### src/rtl/id_ex_hazard_stage.sv
// ID/EX control register with load-use stall detection, redirect bubbles
// and saturating stall/flush event counters for debug.
module id_ex_hazard_stage #(
  parameter int unsigned CNT_WIDTH = 16
) (
  input  logic                 clk,
  input  logic                 reset,
  input  logic [6:0]           OP_i,
  input  logic [4:0]           Rs1_i,
  input  logic [4:0]           Rs2_i,
  input  logic [4:0]           Rd_i,
  input  logic                 Branch_i,
  input  logic                 Mem_Read_i,
  input  logic                 Mem_to_Reg_i,
  input  logic                 Mem_Write_i,
  input  logic                 ALU_Src_i,
  input  logic                 Reg_Write_i,
  input  logic                 Jal_i,
  input  logic                 Jalr_i,
  input  logic [2:0]           ALU_Op_i,
  input  logic                 Flush_i,
  output logic                 EX_Branch_o,
  output logic                 EX_Mem_Read_o,
  output logic                 EX_Mem_to_Reg_o,
  output logic                 EX_Mem_Write_o,
  output logic                 EX_ALU_Src_o,
  output logic                 EX_Reg_Write_o,
  output logic                 EX_Jal_o,
  output logic                 EX_Jalr_o,
  output logic [2:0]           EX_ALU_Op_o,
  output logic [4:0]           EX_Rd_o,
  output logic                 EX_Valid_o,
  output logic                 PC_Write_o,
  output logic                 IF_ID_Write_o,
  output logic                 IF_ID_Flush_o,
  output logic [CNT_WIDTH-1:0] Stall_Count_o,
  output logic [CNT_WIDTH-1:0] Flush_Count_o
);

  typedef enum logic [6:0] {
    OP_R    = 7'b0110011,
    OP_I    = 7'b0010011,
    OP_U    = 7'b0110111,
    OP_B    = 7'b1100011,
    OP_S    = 7'b0100011,
    OP_LOAD = 7'b0000011,
    OP_JAL  = 7'b1101111,
    OP_JALR = 7'b1100111
  } opcode_e;

  logic use_rs1;
  logic use_rs2;
  logic load_use;
  logic stall;
  logic bubble;

  // Only the source fields the opcode actually reads may create a hazard.
  always_comb begin
    use_rs1 = 1'b0;
    use_rs2 = 1'b0;
    case (OP_i)
      OP_R, OP_B, OP_S: begin
        use_rs1 = 1'b1;
        use_rs2 = 1'b1;
      end
      OP_I, OP_LOAD, OP_JALR: use_rs1 = 1'b1;
      default: ;
    endcase
  end

  assign load_use = EX_Valid_o && EX_Mem_Read_o && (EX_Rd_o != 5'd0) &&
                    ((use_rs1 && (Rs1_i == EX_Rd_o)) ||
                     (use_rs2 && (Rs2_i == EX_Rd_o)));

  // A redirect discards the dependent instruction, so it overrides the stall.
  assign stall  = load_use && !Flush_i;
  assign bubble = stall || Flush_i;

  assign PC_Write_o    = !stall;
  assign IF_ID_Write_o = !stall;
  assign IF_ID_Flush_o = Flush_i;

  always_ff @(posedge clk or negedge reset) begin
    if (!reset) begin
      EX_Branch_o     <= 1'b0;
      EX_Mem_Read_o   <= 1'b0;
      EX_Mem_to_Reg_o <= 1'b0;
      EX_Mem_Write_o  <= 1'b0;
      EX_ALU_Src_o    <= 1'b0;
      EX_Reg_Write_o  <= 1'b0;
      EX_Jal_o        <= 1'b0;
      EX_Jalr_o       <= 1'b0;
      EX_ALU_Op_o     <= '0;
      EX_Rd_o         <= '0;
      EX_Valid_o      <= 1'b0;
      Stall_Count_o   <= '0;
      Flush_Count_o   <= '0;
    end else begin
      if (bubble) begin
        EX_Branch_o     <= 1'b0;
        EX_Mem_Read_o   <= 1'b0;
        EX_Mem_to_Reg_o <= 1'b0;
        EX_Mem_Write_o  <= 1'b0;
        EX_ALU_Src_o    <= 1'b0;
        EX_Reg_Write_o  <= 1'b0;
        EX_Jal_o        <= 1'b0;
        EX_Jalr_o       <= 1'b0;
        EX_ALU_Op_o     <= '0;
        EX_Rd_o         <= '0;
        EX_Valid_o      <= 1'b0;
      end else begin
        EX_Branch_o     <= Branch_i;
        EX_Mem_Read_o   <= Mem_Read_i;
        EX_Mem_to_Reg_o <= Mem_to_Reg_i;
        EX_Mem_Write_o  <= Mem_Write_i;
        EX_ALU_Src_o    <= ALU_Src_i;
        EX_Reg_Write_o  <= Reg_Write_i;
        EX_Jal_o        <= Jal_i;
        EX_Jalr_o       <= Jalr_i;
        EX_ALU_Op_o     <= ALU_Op_i;
        EX_Rd_o         <= Rd_i;
        EX_Valid_o      <= 1'b1;
      end
      if (stall && (Stall_Count_o != '1))
        Stall_Count_o <= Stall_Count_o + CNT_WIDTH'(1);
      if (Flush_i && (Flush_Count_o != '1))
        Flush_Count_o <= Flush_Count_o + CNT_WIDTH'(1);
    end
  end

endmodule

### config.mk
export PLATFORM = sky130hd
export DESIGN_NAME = id_ex_hazard_stage
export DESIGN_NICKNAME = d
export VERILOG_FILES = /design/src/rtl/id_ex_hazard_stage.sv
export SDC_FILE = /design/constraint.sdc
export NUM_CORES = 1
export LEC_CHECK = 0
export CAP_MARGIN = 0
export CORE_MARGIN = 5
export CORE_UTILIZATION = 35
export DETAILED_ROUTE_END_ITERATION = 16
export GPL_TIMING_DRIVEN = 0
export PLACE_DENSITY_LB_ADDON = 0.05
export SLEW_MARGIN = 25
export SYNTH_ARGS = -nofsm -noshare
export SYNTH_HDL_FRONTEND = slang
export SYNTH_SLANG_ARGS = --single-unit
### constraint.sdc
create_clock -name clk -period 6.3 [get_ports clk]
set_input_delay 1.89 -clock clk [delete_from_list [all_inputs] [get_ports clk]]
set_output_delay 1.89 -clock clk [all_outputs]
set_load 0.01 [all_outputs]
==> results of run 1 <==
## through the flow
stage | hold slack (ns) | instances | utilization
4_1_cts | 0.495 | 373 | 0.522
2_1_floorplan | 0.516 | 203 | -
6_report | 0.493 | 373 | 0.523
5_1_grt | 0.517 | 373 | 0.523
3_5_place_dp | 0.481 | 366 | 0.509
3_3_place_gp | 0.479 | 366 | 0.509
## routing by layer
layer | share of wire | vias to the layer above | GRT usage
met2 | 0.49 | 56 | 0.223
met1 | 0.42 | 837 | 0.163
met5 | 0 | - | 0
li1 | - | 872 | -
met3 | 0.088 | 6 | 0.0508
met4 | 0.0082 | 0 | 0.0409
## synth_stat cells, types with 4 or more instances
cell type / instances / area, µm²
nor4_1: 4 / 25.0
nand2_1: 15 / 56.3
xnor2_1: 16 / 140
dfrtp_1: 49 / 1230
nor3_2: 4 / 40.0
nand3_1: 13 / 65.1
and2_1: 17 / 106
inv_1: 7 / 26.3
xor2_1: 19 / 166
nor2_1: 14 / 52.6
nand4_1: 8 / 50.1
## repair_timing
item | CTS | global route
setup endpoints to repair | 0 | 1
buffers inserted | 0 | 0
resized for setup | 0 | 1
hold buffers | 0 | 0
## worst max path at each step
stage | from | to | slack (ns) | depth (start not counted)
after detailed placement | OP_i[0] | PC_Write_o | 0.16 | 8
after global routing | OP_i[0] | PC_Write_o | 0.14 | 8
after floorplan | OP_i[3] | PC_Write_o | 1.27 | 6
after global placement | OP_i[0] | PC_Write_o | 0.17 | 8
final | Rs2_i[2] | PC_Write_o | 0.30 | 8
after CTS | OP_i[0] | PC_Write_o | 0.16 | 8
## report_power, final
group,switching (W),internal (W)
clock,0.0000975,0.0000873
sequential,0.0000342,0.000341
combinational,0.0000542,0.0000940
total,0.000186,0.000522
## logic make-up (layout without fill, tap and decap cells)
| logic type | Yosys count | after routing |
|---|---|---|
| simple gates | 92 | 92 |
| flops | 49 | 49 |
| xor+xnor | 35 | 35 |
| buf+inv | 12 | 105 |
| compound gates | 8 | 8 |
| mux | 5 | 5 |
| fa+ha+maj | 2 | 2 |
## area by class of cell
cell class / instances / area [µm²]
flip-flops and latches: 49 / 1230
fillers: 599 / 3010
plain buffers: 5 / 36.3
clock buffers: 7 / 86.3
inverters: 7 / 26.3
multi-input cells: 142 / 975
well taps: 77 / 96.3
repair buffers: 86 / 858
## critical path: stages
cell	delay, ns
clkdlybuf4s50_1	0.47
xnor2_1	0.11
nand4b_1	0.15
nor4_2	0.38
nor2_1	0.13
or3_1	0.37
buf_4	0.15
clkdlybuf4s50_1	0.46
## placed cells by master, fill, tap and decap left out, drive strengths merged
| master | netlist | layout |
|---|---|---|
| xnor2 | 16 | 16 |
| dfrtp | 49 | 49 |
| nor3 | 7 | 7 |
| clkdlybuf4s50 | 0 | 85 |
| clkbuf | 0 | 7 |
| and2 | 17 | 17 |
| and4 | 3 | 3 |
| a21oi | 1 | 1 |
| or4 | 1 | 1 |
| nand4 | 8 | 8 |
| and3b | 1 | 1 |
| o211ai | 2 | 2 |
| mux2i | 2 | 2 |
| xor2 | 19 | 19 |
| a31oi | 2 | 2 |
| and3 | 3 | 3 |
| or2 | 1 | 1 |
| nor2 | 14 | 14 |
| nand2b | 1 | 1 |
| inv | 7 | 7 |
| ha | 2 | 2 |
| or3 | 2 | 2 |
| mux2 | 3 | 3 |
| nor4 | 5 | 5 |
| nand3 | 13 | 13 |
| o21a | 3 | 3 |
| buf | 5 | 6 |
| nand2 | 15 | 15 |
| nand4b | 1 | 1 |
## registers in the layout, indices dropped and copies added, names as in the netlist
| register | count |
|---|---|
| Stall_Count_o | 16 |
| EX_Mem_Write_o | 1 |
| Flush_Count_o | 16 |
| EX_Branch_o | 1 |
| EX_Mem_Read_o | 1 |
| EX_Jalr_o | 1 |
| EX_Reg_Write_o | 1 |
| EX_ALU_Src_o | 1 |
| EX_Valid_o | 1 |
| EX_Jal_o | 1 |
| EX_ALU_Op_o | 3 |
| EX_Rd_o | 5 |
| EX_Mem_to_Reg_o | 1 |
==> flow_metrics.env, run 1 <==
export IMPL_initial_core_util=0.358
export IMPL_period_minus_slack_ns=6.00
export IMPL_grt_pass1_vias=1826
export IMPL_drive_gt1_frac=0.0811
export IMPL_antenna_cells=0
export IMPL_arrival_ns=4.11
export IMPL_status="finished clean"
export IMPL_synth_top_flop_cell="dfrtp_1"
export IMPL_clock_latency_ns=0.29
export IMPL_placed_cell_area_um2=3210
export IMPL_htreeDepth=2
export IMPL_coreArea_um2=6310
export IMPL_max_cap_violations=0
export IMPL_slew_viol_final=0
export IMPL_post_drt_wl_per_cell_um=14.5
export IMPL_syn_inst=203
export IMPL_cts_tree="built"
export IMPL_total_power_w=0.000708
export IMPL_totalNegativeSetupSlack_ns=0
export IMPL_setup_ws_ns=0.296
export IMPL_syn_nets=241
export IMPL_min_delay_path_depth=1
export IMPL_hold_viol=0
export IMPL_grt_max_degree=50
export IMPL_antenna_found_initial=0
export IMPL_min_path_type="reg2reg"
export IMPL_cts_buffers=5
export IMPL_wirelength_um=5390
export IMPL_holdCritStartpoint="Stall_Count_o[6]$_DFFE_PN0P_"
export IMPL_vdd_ir_drop_max_mv=0.127
export IMPL_dieHeight_um=90.3
export IMPL_vias=1771
export IMPL_critPathCaptureType="primary output"
export IMPL_p_leak_nw=1.44
export IMPL_max_freq_mhz=167
export IMPL_syn_avg_cell_area_um2=11.1
export IMPL_drc_errors=0
export IMPL_dieArea_um2=8150
export IMPL_num_rows=29
export IMPL_synth_distinct_cells=31
export IMPL_r2r_cells=7
export IMPL_ys_seq_area_frac=0.543
export IMPL_syn_cell_area_um2=2260
export IMPL_drtIter0Drc=33
export IMPL_synth_top_family_by_area="simple AND/OR/NAND/NOR gates"
export IMPL_whs_endpoint="Stall_Count_o[6]$_DFFE_PN0P_"
export IMPL_die_w_um=90.3
export IMPL_synth_xor_area_frac=0.136
export IMPL_ant_nets=0
export IMPL_setup_viol=0
export IMPL_finalInstanceArea_um2=3300
export IMPL_maxSlewHeadroom=0.574
export IMPL_required_ns=4.41
export IMPL_synth_compound_area_frac=0.0288
export IMPL_muxShareOfSynthArea=0.0238
export IMPL_clk_pin_slew_ns=0.08
export IMPL_power_density_nw_per_um2=214
export IMPL_grt_pass1_wl_um=9000
export IMPL_hpwl_um=4150
export IMPL_cp_max_fo=4
export IMPL_grtUsageTotal=0.135
export IMPL_grt_overflow_total=0
export IMPL_yosys_warnings=0
export IMPL_portBuffers=86
export IMPL_async_flop_share=1.00
export IMPL_synthSimpleGateAreaFrac=0.229
export IMPL_via_per_inst=4.75
export IMPL_tightest_slew_ns=0.639
export IMPL_cts_buffer_depth=2
export IMPL_r2r_start="EX_Rd_o[2]$_DFF_PN0_"
export IMPL_startpoint_type="primary input"
export IMPL_r2r_end="EX_Rd_o[3]$_DFF_PN0_"
export IMPL_post_place_ws_ns=0.164
export IMPL_first_pass_iters=4
export IMPL_globalplace_congestion=0.741
export IMPL_ios=88
export IMPL_path_class="in2out"
export IMPL_synth_edf_count=0
export IMPL_period_share=0.953
export IMPL_syn2layout_area_growth_pct=46.4
export IMPL_skew_ns=0.00468
export IMPL_reg2reg_slack_ns=4.29
export IMPL_rsz0062_at_grt="false"
export IMPL_ys_ff_latch=49
export IMPL_yosys_area_share_adder=0.0111
export IMPL_cts_sinks=49
export IMPL_fin_nets=334
export IMPL_cts_root_buf="clkbuf_8"
Power figures use the tool's default switching activity.
==> run 2: changes to the inputs <==
- CELL_PAD_IN_SITES_DETAIL_PLACEMENT: unset -> 0
- CELL_PAD_IN_SITES_GLOBAL_PLACEMENT: unset -> 1
- CTS_CLUSTER_SIZE: unset -> 20
- clock period: 6.3 -> 7.6 ns (I/O delays scaled with it)
==> run 2 against run 1 <==
Sequential share of layout area up 0.070 points. Flip-flop and latch count unchanged. Count of clock-buffer cells in the layout unchanged. Combinational power down 18%. Worst hold slack worse by 0.00098 ns. Wire length down 5.0%. Utilization down 0.099 points. Setup slack better by 0.49 ns. Power down 17%. Register-to-register slack better by 1.3 ns. Cell count unchanged. Critical endpoint unchanged.
==> flow_metrics.env, run 2 (synthesis results as in run 1) <==
export IMPL_post_drt_wl_per_cell_um=13.7
export IMPL_placed_cell_area_um2=3210
export IMPL_totalNegativeSetupSlack_ns=0
export IMPL_clk_pin_slew_ns=0.08
export IMPL_cts_setup_buffers=0
export IMPL_max_cap_violations=0
export IMPL_startpoint_type="primary input"
export IMPL_cp_max_fo=4
export IMPL_drtIter0Drc=43
export IMPL_num_rows=29
export IMPL_final_common_cell="clkdlybuf4s50_1"
export IMPL_critPathMostFrequentCell="clkdlybuf4s50_1"
export IMPL_skew_ns=0.00938
export IMPL_period_minus_slack_ns=6.82
export IMPL_ant_nets=0
export IMPL_path_buf_inv=3
export IMPL_min_path_type="reg2reg"
export IMPL_tightest_slew_ns=0.639
export IMPL_cts_sinks=49
export IMPL_period_share=0.897
export IMPL_path_class="in2out"
export IMPL_cp_top_family="simple AND/OR/NAND/NOR gates"
export IMPL_setup_ws_ns=0.782
export IMPL_fin_util=0.522
export IMPL_worstPathCellList="clkdlybuf4s50_1, and3b_1, nand4_1, nor4_1, nor2_1, or3_1, buf_4, clkdlybuf4s50_1"
export IMPL_first_pass_iters=4
export IMPL_status="finished clean"
export IMPL_fillers=603
export IMPL_drive_gt1_frac=0.0777
export IMPL_vias=1765
export IMPL_cts_hold_buf=0
export IMPL_ios=88
export IMPL_hpwl_um=3930
export IMPL_power_density_nw_per_um2=178
export IMPL_drc_errors=0
export IMPL_finalInstanceArea_um2=3300
export IMPL_antenna_found_initial=0
export IMPL_coreArea_um2=6310
export IMPL_slew_viol_final=0
export IMPL_via_per_inst=4.73
export IMPL_hold_slack_ns=0.492
export IMPL_cts_buffers=5
export IMPL_cts_tree="built"
export IMPL_required_ns=5.32
export IMPL_largest_registers="Flush_Count_o x16, Stall_Count_o x16, EX_Rd_o x5"
export IMPL_antenna_cells=0
export IMPL_dieArea_um2=8150
export IMPL_p_leak_nw=1.43
export IMPL_final_cell_mix="clkdlybuf4s50_1 (85), dfrtp_1 (49), xor2_1 (19)"
export IMPL_globalplace_congestion=0.708
export IMPL_fin_nets=334
export IMPL_maxSlewHeadroom=0.571
export IMPL_htreeDepth=2
export IMPL_grt_max_degree=50
export IMPL_grt_overflow_total=0
export IMPL_wirelength_um=5120
export IMPL_grt_pass1_vias=1738
export IMPL_clock_latency_ns=0.30
export IMPL_setup_viol=0
export IMPL_vdd_ir_drop_max_mv=0.134
export IMPL_die_w_um=90.3
export IMPL_grtUsageTotal=0.127
export IMPL_initial_core_util=0.358
export IMPL_arrival_ns=4.54
export IMPL_portBuffers=86
export IMPL_syn2layout_area_growth_pct=46.1
export IMPL_crit_path_max_incr_delay_ns=0.46
export IMPL_cp_slowest_cell="clkdlybuf4s50_1"
export IMPL_cts_buffer_depth=2
export IMPL_hold_viol=0
export IMPL_post_place_ws_ns=0.747
export IMPL_grt_pass1_wl_um=8500
export IMPL_cts_resized=0
export IMPL_critPathCaptureType="primary output"
export IMPL_rsz0062_at_grt="false"
export IMPL_dieHeight_um=90.3
export IMPL_cts_root_buf="clkbuf_8"
export IMPL_max_freq_mhz=147
-- run 2: final timing paths --
check / start / endpoint / slack [ns] / cells past startpoint
max in group asynchronous: reset / EX_Rd_o[1]$_DFF_PN0_ / 5.19 / 1
worst max register to register: EX_Rd_o[0]$_DFF_PN0_ / EX_Rd_o[0]$_DFF_PN0_ / 5.57 / 7
min in group asynchronous: reset / Flush_Count_o[10]$_DFFE_PN0P_ / 1.99 / 1
worst min-delay path: Stall_Count_o[6]$_DFFE_PN0P_ / Stall_Count_o[6]$_DFFE_PN0P_ / 0.49 / 1
worst min register to register: Stall_Count_o[6]$_DFFE_PN0P_ / Stall_Count_o[6]$_DFFE_PN0P_ / 0.49 / 1
worst max-delay path: OP_i[0] / PC_Write_o / 0.78 / 8
-- run 2: stage by stage --
step	cells	power (W)
floorplan	203	0.000361
global placement	366	0.000440
detailed placement	366	0.000439
CTS	373	0.000597
global route	373	0.000619
finish	373	0.000586
-- run 2: cell type report --
cell class | instances | area [µm²] | area share
tap | 77 | 96.3 | 0.0292
clock buffer | 7 | 86.3 | 0.0262
sequential | 49 | 1230 | 0.372
buffer | 5 | 36.3 | 0.0110
timing repair buffer | 86 | 858 | 0.260
multi-input combinational | 142 | 968 | 0.294
inverter | 7 | 26.3 | 0.00797
-- run 2: layer usage --
| layer | global-route usage | vias up | share of wire |
|---|---|---|---|
| met1 | 0.158 | 837 | 0.43 |
| li1 | - | 876 | - |
| met2 | 0.198 | 47 | 0.47 |
| met5 | 0 | - | 0 |
| met4 | 0.0447 | 0 | 0.014 |
| met3 | 0.0542 | 5 | 0.088 |
-- run 2: worst register-to-register path, stage by stage, from the launching register on --
cell and delay [ns]:
dfrtp_1 0.45, xnor2_1 0.18, nand4_1 0.13, nor4_1 0.36, nor2_1 0.16, o21a_1 0.28, buf_2 0.20, and2_1 0.17
-- run 2: power by group --
| part | internal [W] | leakage [nW] | switching (W) |
|---|---|---|---|
| combinational | 0.0000782 | 0.748 | 0.0000442 |
| sequential | 0.000282 | 0.643 | 0.0000275 |
| clock | 0.0000724 | 0.0443 | 0.0000811 |
| total | 0.000433 | 1.43 | 0.000153 |
==> run 3: changes to the inputs <==
- CELL_PAD_IN_SITES_DETAIL_PLACEMENT: 0 -> 1
==> run 3 against run 2 <==
Register-to-register slack better by 0.02 ns. Die area stayed put. Non-clock buffer count stayed put. Power is 0.75% lower. Global-route usage is 1.1 points higher. Cell count is 0.27% higher. Utilization is 0.099 points lower. Highest routed layer unchanged.
==> flow_metrics.env, run 3 (synthesis results as in run 1) <==
export IMPL_whs_endpoint="Stall_Count_o[6]$_DFFE_PN0P_"
export IMPL_dieArea_um2=8150
export IMPL_largest_registers="Flush_Count_o x16, Stall_Count_o x16, EX_Rd_o x5"
export IMPL_startpoint_type="primary input"
export IMPL_post_drt_wl_per_cell_um=15.0
export IMPL_drtIter0Drc=29
export IMPL_initial_core_util=0.358
export IMPL_cts_setup_buffers=0
export IMPL_htreeDepth=2
export IMPL_min_delay_path_depth=1
export IMPL_cts_hold_buf=0
export IMPL_syn2layout_area_growth_pct=45.8
export IMPL_p_leak_nw=1.43
export IMPL_period_share=0.894
export IMPL_totalNegativeSetupSlack_ns=0
export IMPL_period_minus_slack_ns=6.79
export IMPL_dieHeight_um=90.3
export IMPL_arrival_ns=4.51
export IMPL_grt_max_degree=50
export IMPL_final_common_cell="clkdlybuf4s50_1"
export IMPL_maxSlewHeadroom=0.567
export IMPL_coreArea_um2=6310
export IMPL_cp_max_fo=4
export IMPL_holdCritStartpoint="Stall_Count_o[6]$_DFFE_PN0P_"
export IMPL_setup_viol=0
export IMPL_cts_root_buf="clkbuf_8"
export IMPL_critPathMostFrequentCell="clkdlybuf4s50_1"
export IMPL_placedCellCount=366
export IMPL_skew_ns=0.00870
export IMPL_die_w_um=90.3
export IMPL_slew_viol_final=0
export IMPL_grt_pass1_vias=1880
export IMPL_min_path_type="reg2reg"
export IMPL_clock_latency_ns=0.30
export IMPL_crit_path_max_incr_delay_ns=0.48
export IMPL_instances_no_fill=374
export IMPL_via_per_inst=4.79
export IMPL_r2r_end="Stall_Count_o[9]$_DFFE_PN0P_"
export IMPL_antenna_found_initial=0
export IMPL_setup_ws_ns=0.808
export IMPL_clk_pin_slew_ns=0.09
export IMPL_globalplace_congestion=0.708
export IMPL_post_place_ws_ns=0.768
export IMPL_r2r_start="EX_Rd_o[1]$_DFF_PN0_"
export IMPL_cts_buffer_depth=2
export IMPL_drive_gt1_frac=0.0741
export IMPL_cts_resized=0
export IMPL_tightest_slew_ns=0.645
export IMPL_vdd_ir_drop_max_mv=0.136
export IMPL_grtUsageTotal=0.139
export IMPL_hpwl_um=4320
export IMPL_portBuffers=86
export IMPL_vias=1792
export IMPL_path_class="in2out"
export IMPL_reg2reg_slack_ns=5.59
export IMPL_rsz0062_at_grt="false"
export IMPL_hold_viol=0
export IMPL_critPathCaptureType="primary output"
export IMPL_cp_slowest_cell="clkdlybuf4s50_1"
export IMPL_antenna_cells=0
export IMPL_num_rows=29
export IMPL_wirelength_um=5600
export IMPL_cts_tree="built"
export IMPL_fillers=701
export IMPL_final_cell_mix="clkdlybuf4s50_1 (85), dfrtp_1 (49), xor2_1 (19)"
export IMPL_first_pass_iters=4
export IMPL_grt_overflow_total=0
export IMPL_max_cap_violations=0
export IMPL_ios=88
export IMPL_ant_nets=0
export IMPL_status="finished clean"
export IMPL_fin_nets=334
export IMPL_drc_errors=0
export IMPL_required_ns=5.32
export IMPL_cts_sinks=49
export IMPL_worstPathCellList="clkdlybuf4s50_1, xnor2_1, nand4b_1, nor4_2, nor2_1, or3_1, buf_4, clkdlybuf4s50_1"
export IMPL_power_density_nw_per_um2=177
export IMPL_r2r_cells=7
export IMPL_grt_pass1_wl_um=9190
export IMPL_cts_buffers=5
export IMPL_max_freq_mhz=147
==> run 3: cell types whose count changed in the layout (fill, tap and decap cells not counted) <==
cell	delta
clkbuf_8	-1
clkbuf_1	+2
==> run 3: final cells by class <==
type / count / area (µm²) / share of cell area
Sequential cell: 49 / 1230 / 0.372
Multi-Input combinational cell: 142 / 968 / 0.294
Timing Repair Buffer: 86 / 858 / 0.261
Tap cell: 77 / 96.3 / 0.0293
Clock buffer: 8 / 80.1 / 0.0243
Buffer: 5 / 36.3 / 0.0110
Inverter: 7 / 26.3 / 0.00798
==> run 3: worst max-delay path: cells and delay by family <==
| kind | cells | cell delay (ns) |
|---|---|---|
| xor+xnor | 1 | 0.12 |
| buf+inv | 3 | 1.09 |
| simple gates | 4 | 1.03 |
==> run 3: how the worst max path moves through the flow <==
stage / cells after the start / startpoint / to / slack, ns
3_5_place_dp: 8 / OP_i[1] / PC_Write_o / 0.77
4_1_cts: 8 / OP_i[0] / PC_Write_o / 0.77
5_1_grt: 8 / OP_i[0] / PC_Write_o / 0.67
2_1_floorplan: 6 / OP_i[3] / PC_Write_o / 1.79
6_report: 8 / Rs2_i[2] / PC_Write_o / 0.81
3_3_place_gp: 8 / OP_i[0] / PC_Write_o / 0.76
==> run 3: through the flow <==
| stage | util | hold slack [ns] | power (W) | instance area [µm²] |
|---|---|---|---|---|
| final | 0.521 | 0.495 | 0.000581 | 3290 |
| after floorplan | - | 0.516 | 0.000361 | 2260 |
| after detailed placement | 0.509 | 0.487 | 0.000441 | 3210 |
| after global routing | 0.521 | 0.526 | 0.000616 | 3290 |
| after CTS | 0.521 | 0.501 | 0.000593 | 3290 |
| after global placement | 0.509 | 0.483 | 0.000440 | 3210 |
==> run 3: where the power goes <==
part	internal, W	switching, W
logic	0.0000783	0.0000455
clock network	0.0000656	0.0000818
registers	0.000282	0.0000278
==> run 3: metal layers <==
layer / up-vias / GRT usage / share of wire / routed length (µm)
met2: 50 / 0.221 / 0.48 / 2690
met5: - / 0 / 0 / 0
met1: 866 / 0.166 / 0.41 / 2270
li1: 869 / - / - / -
met4: 0 / 0.0459 / 0.015 / 84
met3: 7 / 0.0625 / 0.099 / 553
